--- src/rtl/fetch_unit.sv ---
// Instruction fetch stage: sequential +4 prefetch into a small FWFT FIFO of
// {pc, instr} pairs, with redirect flush and discard of stale in-flight responses.
module fetch_unit #(
  parameter int               WIDTH     = 32,
  parameter int               DEPTH     = 4,
  parameter int               MAX_OUTST = 2,
  parameter logic [WIDTH-1:0] RESET_PC  = '0
) (
  input  logic             clock,
  input  logic             reset,
  output logic             mem_req_valid,
  input  logic             mem_req_ready,
  output logic [WIDTH-1:0] mem_req_addr,
  input  logic             mem_rsp_valid,
  input  logic [WIDTH-1:0] mem_rsp_data,
  output logic             instr_valid,
  input  logic             instr_ready,
  output logic [WIDTH-1:0] instr,
  output logic [WIDTH-1:0] instr_pc,
  input  logic             redirect_valid,
  input  logic [WIDTH-1:0] redirect_pc
);

  localparam int AW = $clog2(DEPTH);
  localparam int CW = $clog2(DEPTH + 1);
  localparam int OW = $clog2(MAX_OUTST + 1);
  localparam int QW = (MAX_OUTST > 1) ? $clog2(MAX_OUTST) : 1;

  logic [WIDTH-1:0] fetch_pc_q, fetch_pc_d;
  logic [AW-1:0]    rd_ptr_q, rd_ptr_d, wr_ptr_q, wr_ptr_d;
  logic [CW-1:0]    count_q, count_d;
  logic [OW-1:0]    outst_q, outst_d, drop_q, drop_d;
  logic [QW-1:0]    pcq_rd_q, pcq_rd_d, pcq_wr_q, pcq_wr_d;

  logic [WIDTH-1:0] fifo_pc_q    [DEPTH];
  logic [WIDTH-1:0] fifo_instr_q [DEPTH];
  logic [WIDTH-1:0] pcq_q        [MAX_OUTST];

  logic [OW-1:0] live_outst;
  logic [CW:0]   credits_used;
  logic          req_fire, rsp_fire, push, pop;
  logic [1:0]    unused_redirect_lsbs;

  assign unused_redirect_lsbs = redirect_pc[1:0];

  // Slots already promised: buffered words plus responses that will be kept.
  assign live_outst   = outst_q - drop_q;
  assign credits_used = (CW+1)'(count_q) + (CW+1)'(live_outst);

  assign mem_req_valid = !reset && !redirect_valid
                         && (outst_q < OW'(MAX_OUTST))
                         && (credits_used < (CW+1)'(DEPTH));
  assign mem_req_addr  = fetch_pc_q;

  assign instr_valid = (count_q != '0);
  assign instr       = instr_valid ? fifo_instr_q[rd_ptr_q] : '0;
  assign instr_pc    = instr_valid ? fifo_pc_q[rd_ptr_q]    : '0;

  assign req_fire = mem_req_valid && mem_req_ready;
  assign rsp_fire = mem_rsp_valid && (outst_q != '0);
  assign push     = rsp_fire && (drop_q == '0) && !redirect_valid;
  assign pop      = instr_valid && instr_ready;

  always_comb begin
    fetch_pc_d = fetch_pc_q;
    rd_ptr_d   = rd_ptr_q;
    wr_ptr_d   = wr_ptr_q;
    count_d    = count_q + CW'(push) - CW'(pop);
    outst_d    = outst_q + OW'(req_fire) - OW'(rsp_fire);
    drop_d     = drop_q;
    pcq_rd_d   = pcq_rd_q;
    pcq_wr_d   = pcq_wr_q;

    if (req_fire) begin
      fetch_pc_d = fetch_pc_q + WIDTH'(32'd4);
      pcq_wr_d   = (pcq_wr_q == QW'(MAX_OUTST - 1)) ? '0 : pcq_wr_q + QW'(1);
    end
    if (rsp_fire) begin
      pcq_rd_d = (pcq_rd_q == QW'(MAX_OUTST - 1)) ? '0 : pcq_rd_q + QW'(1);
      if (drop_q != '0) drop_d = drop_q - OW'(1);
    end
    if (push) wr_ptr_d = wr_ptr_q + AW'(1);
    if (pop)  rd_ptr_d = rd_ptr_q + AW'(1);

    // No request fires during a redirect, so outst_d is exactly what is left in flight.
    if (redirect_valid) begin
      fetch_pc_d = {redirect_pc[WIDTH-1:2], 2'b00};
      rd_ptr_d   = '0;
      wr_ptr_d   = '0;
      count_d    = '0;
      drop_d     = outst_d;
    end
  end

  always_ff @(posedge clock) begin
    if (reset) begin
      fetch_pc_q <= {RESET_PC[WIDTH-1:2], 2'b00};
      rd_ptr_q   <= '0;
      wr_ptr_q   <= '0;
      count_q    <= '0;
      outst_q    <= '0;
      drop_q     <= '0;
      pcq_rd_q   <= '0;
      pcq_wr_q   <= '0;
    end else begin
      fetch_pc_q <= fetch_pc_d;
      rd_ptr_q   <= rd_ptr_d;
      wr_ptr_q   <= wr_ptr_d;
      count_q    <= count_d;
      outst_q    <= outst_d;
      drop_q     <= drop_d;
      pcq_rd_q   <= pcq_rd_d;
      pcq_wr_q   <= pcq_wr_d;
    end
  end

  // Storage needs no reset: validity is tracked entirely by pointers and counts.
  genvar gi;
  generate
    for (gi = 0; gi < DEPTH; gi++) begin : g_fifo
      always_ff @(posedge clock) begin
        if (push && (wr_ptr_q == AW'(gi))) begin
          fifo_pc_q[gi]    <= pcq_q[pcq_rd_q];
          fifo_instr_q[gi] <= mem_rsp_data;
        end
      end
    end
    for (gi = 0; gi < MAX_OUTST; gi++) begin : g_pcq
      always_ff @(posedge clock) begin
        if (req_fire && (pcq_wr_q == QW'(gi))) begin
          pcq_q[gi] <= fetch_pc_q;
        end
      end
    end
  endgenerate

endmodule

--- config.mk ---
export PLATFORM = sky130hd
export DESIGN_NAME = fetch_unit
export DESIGN_NICKNAME = d
export VERILOG_FILES = /design/src/rtl/fetch_unit.sv
export SDC_FILE = /design/constraint.sdc
export NUM_CORES = 1
export LEC_CHECK = 0
export BUFFER_PORTS_ARGS = -buffer_cell sky130_fd_sc_hd__buf_2
export CORE_AREA = 10 10 151 209
export DETAILED_ROUTE_END_ITERATION = 16
export DIE_AREA = 0 0 161 219
export GPL_ROUTABILITY_DRIVEN = 0
export PLACE_DENSITY_LB_ADDON = 0.3
export SYNTH_ARGS = -nofsm -noshare
export SYNTH_HDL_FRONTEND = slang
export SYNTH_SLANG_ARGS = --single-unit
--- constraint.sdc ---
create_clock -name clock -period 3.9 [get_ports clock]
set_clock_uncertainty 0.1 [all_clocks]
set_input_delay 0.78 -clock clock [delete_from_list [all_inputs] [get_ports clock]]
set_output_delay 0.78 -clock clock [all_outputs]
set_load 0.01 [all_outputs]
-- After elaboration in Yosys (flattened, before gate mapping)
Memories as Yosys holds them, arrays and structs flattened. A register that Yosys moved wholly into a read port is not among the register bits.
Index checks and enable logic that the tools add are counted.
- register bits after elaboration: 45
- RAM bits: 320
- bits of input ports: 70
- output and inout port bits: 98
- word-level logic and storage cells: 111
- memories kept: 3
- memories (memory ; words ; bits a word ; read ports ; clocked after Yosys merged registers in ; wr ports ; line ; RTL):
    fifo_instr_q ; 4 ; 32 ; 1 ; 1 ; 1 ; 36 ; logic [WIDTH-1:0] fifo_instr_q [DEPTH];
    fifo_pc_q ; 4 ; 32 ; 1 ; 1 ; 1 ; 35 ; logic [WIDTH-1:0] fifo_pc_q [DEPTH];
    pcq_q ; 2 ; 32 ; 1 ; 1 ; 1 ; 37 ; logic [WIDTH-1:0] pcq_q [MAX_OUTST];
- add/subtract/negate cells: 12
- $lt $le $gt $ge: 2
- equal/unequal tests: 3
- mux-type cells: 48
- bitwise logic cells: 1
- reduce and logical (&&, ||, !) cells: 33
- operators by type and width (cell ; number):
    $mux 32 ; 11
    $reduce_or 32->1 ; 7
    $add 32x3->32 const B ; 1
    $mux 2 ; 13
    $mux 1 ; 24
    $logic_and 1x1->1 ; 14
    $reduce_bool 2->1 ; 5
    $add 2x1->2 const B ; 2
    $add 3x2->4 ; 1
    $eq 2x2->1 const B ; 2
    $logic_not 2->1 ; 2
    $lt 4x3->1 const B ; 1
    $add 3x1->3 ; 1
    $reduce_bool 3->1 ; 1
    $sub 3x1->3 ; 1
    $add 1x1->1 const B ; 2
    $add 2x1->2 ; 1
    $eq 2x1->1 const B ; 1
    $logic_not 1->1 ; 2
    $lt 2x2->1 const B ; 1
    $reduce_and 2->1 ; 1
    $reduce_or 2->1 ; 1
    $sub 2x1->2 ; 1
    $sub 2x1->2 const B ; 1
    other kinds (2) ; 2

-- Logic depth before layout (Yosys ltp)
- depth in word-level cells: 11
- gate-level depth with buffers: 18
- depth with buffers taken out: 16

-- Least setup slack after synthesis
Ideal clock, no wire load.
- kind: reg2reg
- from: register outst_q[0]
- to: memory pcq_q[0][10], enable pin
- setup time: 0.417 ns
- data arrival time: 3.287 ns
- required time: 3.383 ns
- path slack: 0.096 ns
- cell stages (with the launch flop): 12
- path buffers: 2
- period minus slack after synthesis: 3.804 ns
- path through: dfxtp_1 > inv_1 > ha_1 > xnor2_1 > xnor2_1 > ha_1 > and3b_1 > and4b_2 > inv_2 > clkbuf_1 > buf_1 > nor2_1
- cells in the longest elaborated chain, start to end: 10
- elaborated cells between the ends (all ways): 16
- those cells by class: add/sub: 2; order compare: 2; mux: 6; reduce/logical: 6
- RTL lines (what ; line ; RTL):
    from (decl) ; 32 ; logic [OW-1:0] outst_q, outst_d, drop_q, drop_d;
    from (signal assigned) ; 110 ; outst_q <= outst_d;
    $sub 2x2->2 ; 47 ; assign live_outst = outst_q - drop_q;
    $add 3x2->4 ; 48 ; assign credits_used = (CW+1)'(count_q) + (CW+1)'(live_outst);
    $lt 4x3->1 ; 52 ; && (credits_used < (CW+1)'(DEPTH));
    $logic_and 1x1->1 (*) ; 52 ;
    $logic_and 1x1->1 (*) ; 59 ; assign req_fire = mem_req_valid && mem_req_ready;
    $logic_and 1x1->1 ; 130 ; if (req_fire && (pcq_wr_q == QW'(gi))) begin
    $mux 1 ; 130 ;
    $mux 1 (implied by the code) ; 131 ; pcq_q[gi] <= fetch_pc_q;
    $reduce_or 32->1 (no source line) ; - ;
    $mux 1 (no source line) ; - ;
    to (decl) ; 37 ;
Mark *: on every way between the ends. The rest lies on a longest branch, timed or not.

==> results.cfg <==
[outcome]
outcome = finished clean

[synth]
syn_area_per_cell_um2 = 17.1
yosysMostFrequentCell = edfxtp_1
syn-cell-area_um2 = 14200
netlist.area_leader.share_pct = 65.1
netlist_top_cells_count = edfxtp_1 (308), and2_1 (76), mux4_2 (62)
syn_inst = 830
ys_warn_count = 0
synth_seq_cells = 354
synth_area_leaders = edfxtp_1 (65%), mux4_2 (9.8%), dfxtp_1 (6.5%)
async_flop_share_pct = 0
synth_edf_count = 308
yosys.area.top_type = edfxtp_1
synth.distinct_cells = 54
ys_seq_area_share_pct = 71.6
ys.flop_type = edfxtp_1

[global_routing]
grt_pass1_wl_um = 46300
grt_max_degree = 64
grt_use_total_pct = 16.6
gr-usage-met2_pct = 28.1
met1_usage_pct = 20.2
antenna_found_initial = 0
grt.overflow.total = 0
busiest_layer = met2
grt_pass1_vias = 8319
grt_util_met3_pct = 4.07

[drt]
vias = 7748
ant_nets = 0
wl_per_cell_um = 20.8
drt-initial-drc-count = 482
drt-total-wl_um = 29100
viasPerCell = 5.54
dr.pass1.iters = 5
route.detailed.drc = 0

[power]
power_density_nw_per_um2 = 509
power_mw = 8.46
cellLeakagePower_nw = 5.79
ir_drop_mv = 0.316

[clock_tree]
cts_sinks = 354
post_cts_resized = 0
cts_tree = built
cts_root_buffer = clkbuf_16
ctsHoldBuffers = 0
post_cts_buffers = 0
clock_latency_ns = 0.52
clk_pin_slew_ns = 0.06
numCtsBuffers = 34
htreeDepth = 2
clk_path_buf_depth = 3

[job]
maxCapViolCount = 0

[place]
dpl.hpwl_um = 18600
portBuffers = 161
dpl_cell_area_um2 = 15500

[worst_setup_path]
crit_path_end_kind = output pin
path_max_fanout = 30
critPathLaunchType = register
worstPathArrival_ns = 2.30
required_ns = 3.02
crit_type = register to output pin

[sta]
fmax_mhz = 314
tightest_slew_ns = 0.759
setup_tns_ns = 0
fin_crit_sh_pct = 81.6
finalHoldWorstSlack_ns = 0.371
maxSlewHeadroom_pct = 49.3
rsz0062_at_grt = no
slew_viol_final = 0
min_period_ns = 3.18
hold_violations = 0
finalSetupViolCount = 0

[floorplanning]
fp.dieW_um = 161
core_area_um2 = 27600
rows = 72
num_io_pins = 168
die_area_um2 = 35300
die_h_um = 219
floorplan.initialDensity_pct = 51.5

[layout]
final_nets = 1091
drive_above_1_share_pct = 33.8
syn2layout_area_growth_pct = 17.2
multi_input_area_um2 = 3740
n_antenna_cell = 0
post-route-cell-area_um2 = 16600
final_util_pct = 60.4
ff_latch_area_um2 = 10200
fill_cells = 2116

[min_path]
hold_path.class = primary input to register
-- power by group --
group / internal [mW] / switching [mW]
combinational: 0.355 / 0.449
sequential: 4.31 / 0.0789
clock: 1.93 / 1.34
total: 6.60 / 1.87
-- metal layers --
layer / vias up / wire [um]
li1: 3574 / -
met1: 3847 / 11600
met5: - / 0
met4: 0 / 874
met3: 59 / 1960
met2: 268 / 14600
-- per-stage QoR --
stage / instances / setup WS [ns]
after floorplan: 833 / 0.0962
after global placement: 1342 / 0.875
after detailed placement: 1342 / 0.859
after CTS: 1399 / 0.637
after global routing: 1399 / 0.602
final: 1399 / 0.719
-- cell families (layout without fill, tap and decap cells) --
logic type	count (synthesis)	in the layout	share of synthesized area, %
fa+ha+maj	13	13	1.20
other cells	1	4	0.0264
compound gates	63	63	2.75
buf+inv	65	261	2.13
xor+xnor	13	13	0.802
simple gates	218	218	8.42
mux	103	103	13.0
flops	354	354	71.6
-- cells in the final DEF (no fill, tap or decap), drive strengths merged, types with 5 or more instances in the layout --
master	netlist	final
a31oi	9	9
mux2	36	36
nand2	41	41
buf	18	185
mux2i	5	5
xnor2	11	11
clkinv	0	7
nor4	6	6
mux4	62	62
or4	6	6
a21oi	27	27
and2	77	77
dfxtp	46	46
nand3	15	15
clkbuf	28	42
inv	19	21
edfxtp	308	308
nor3	8	8
ha	12	12
nor2	34	34
o21ai	8	8
nand4	12	12
-- worst max-delay path: stages, from the launching register on --
cell and delay (ns):
dfxtp_2 0.76, buf_12 0.30, mux4_2 0.36, and2_1 0.18, buf_2 0.14
-- registers in the layout, summed over array words and instances (netlist names), named ones only --
| signal | count |
|---|---|
| mem_req_addr | 30 |
| outst_q | 2 |
| rd_ptr_q | 2 |
| wr_ptr_q | 2 |
| pcq_q | 60 |
| pcq_wr_q | 1 |
| fifo_pc_q | 120 |
| count_q | 3 |
| drop_q | 2 |
| fifo_instr_q | 128 |
| pcq_rd_q | 1 |
-- final timing paths --
kind / start / to / slack, ns / depth (start not counted)
max: register / instr_pc[12] / 0.72 / 4
min: redirect_pc[24] / mem_req_addr[24] / 0.37 / 3
max reg2reg: outst_q[0] / drop_q[1] / 0.90 / 16
min reg2reg: wr_ptr_q[1] / wr_ptr_q[1] / 0.40 / 2
-- area by class of cell --
type                       count  share of cell area, %
timing repair buffer         185                   6.53
sequential                   354                   61.1
multi-input combinational    414                   22.5
clock inverter                15                   1.14
inverter                      19                  0.429
clock buffer                  42                   5.48
tap                          370                   2.78
Note: power is estimated with default switching activity, not from simulation.
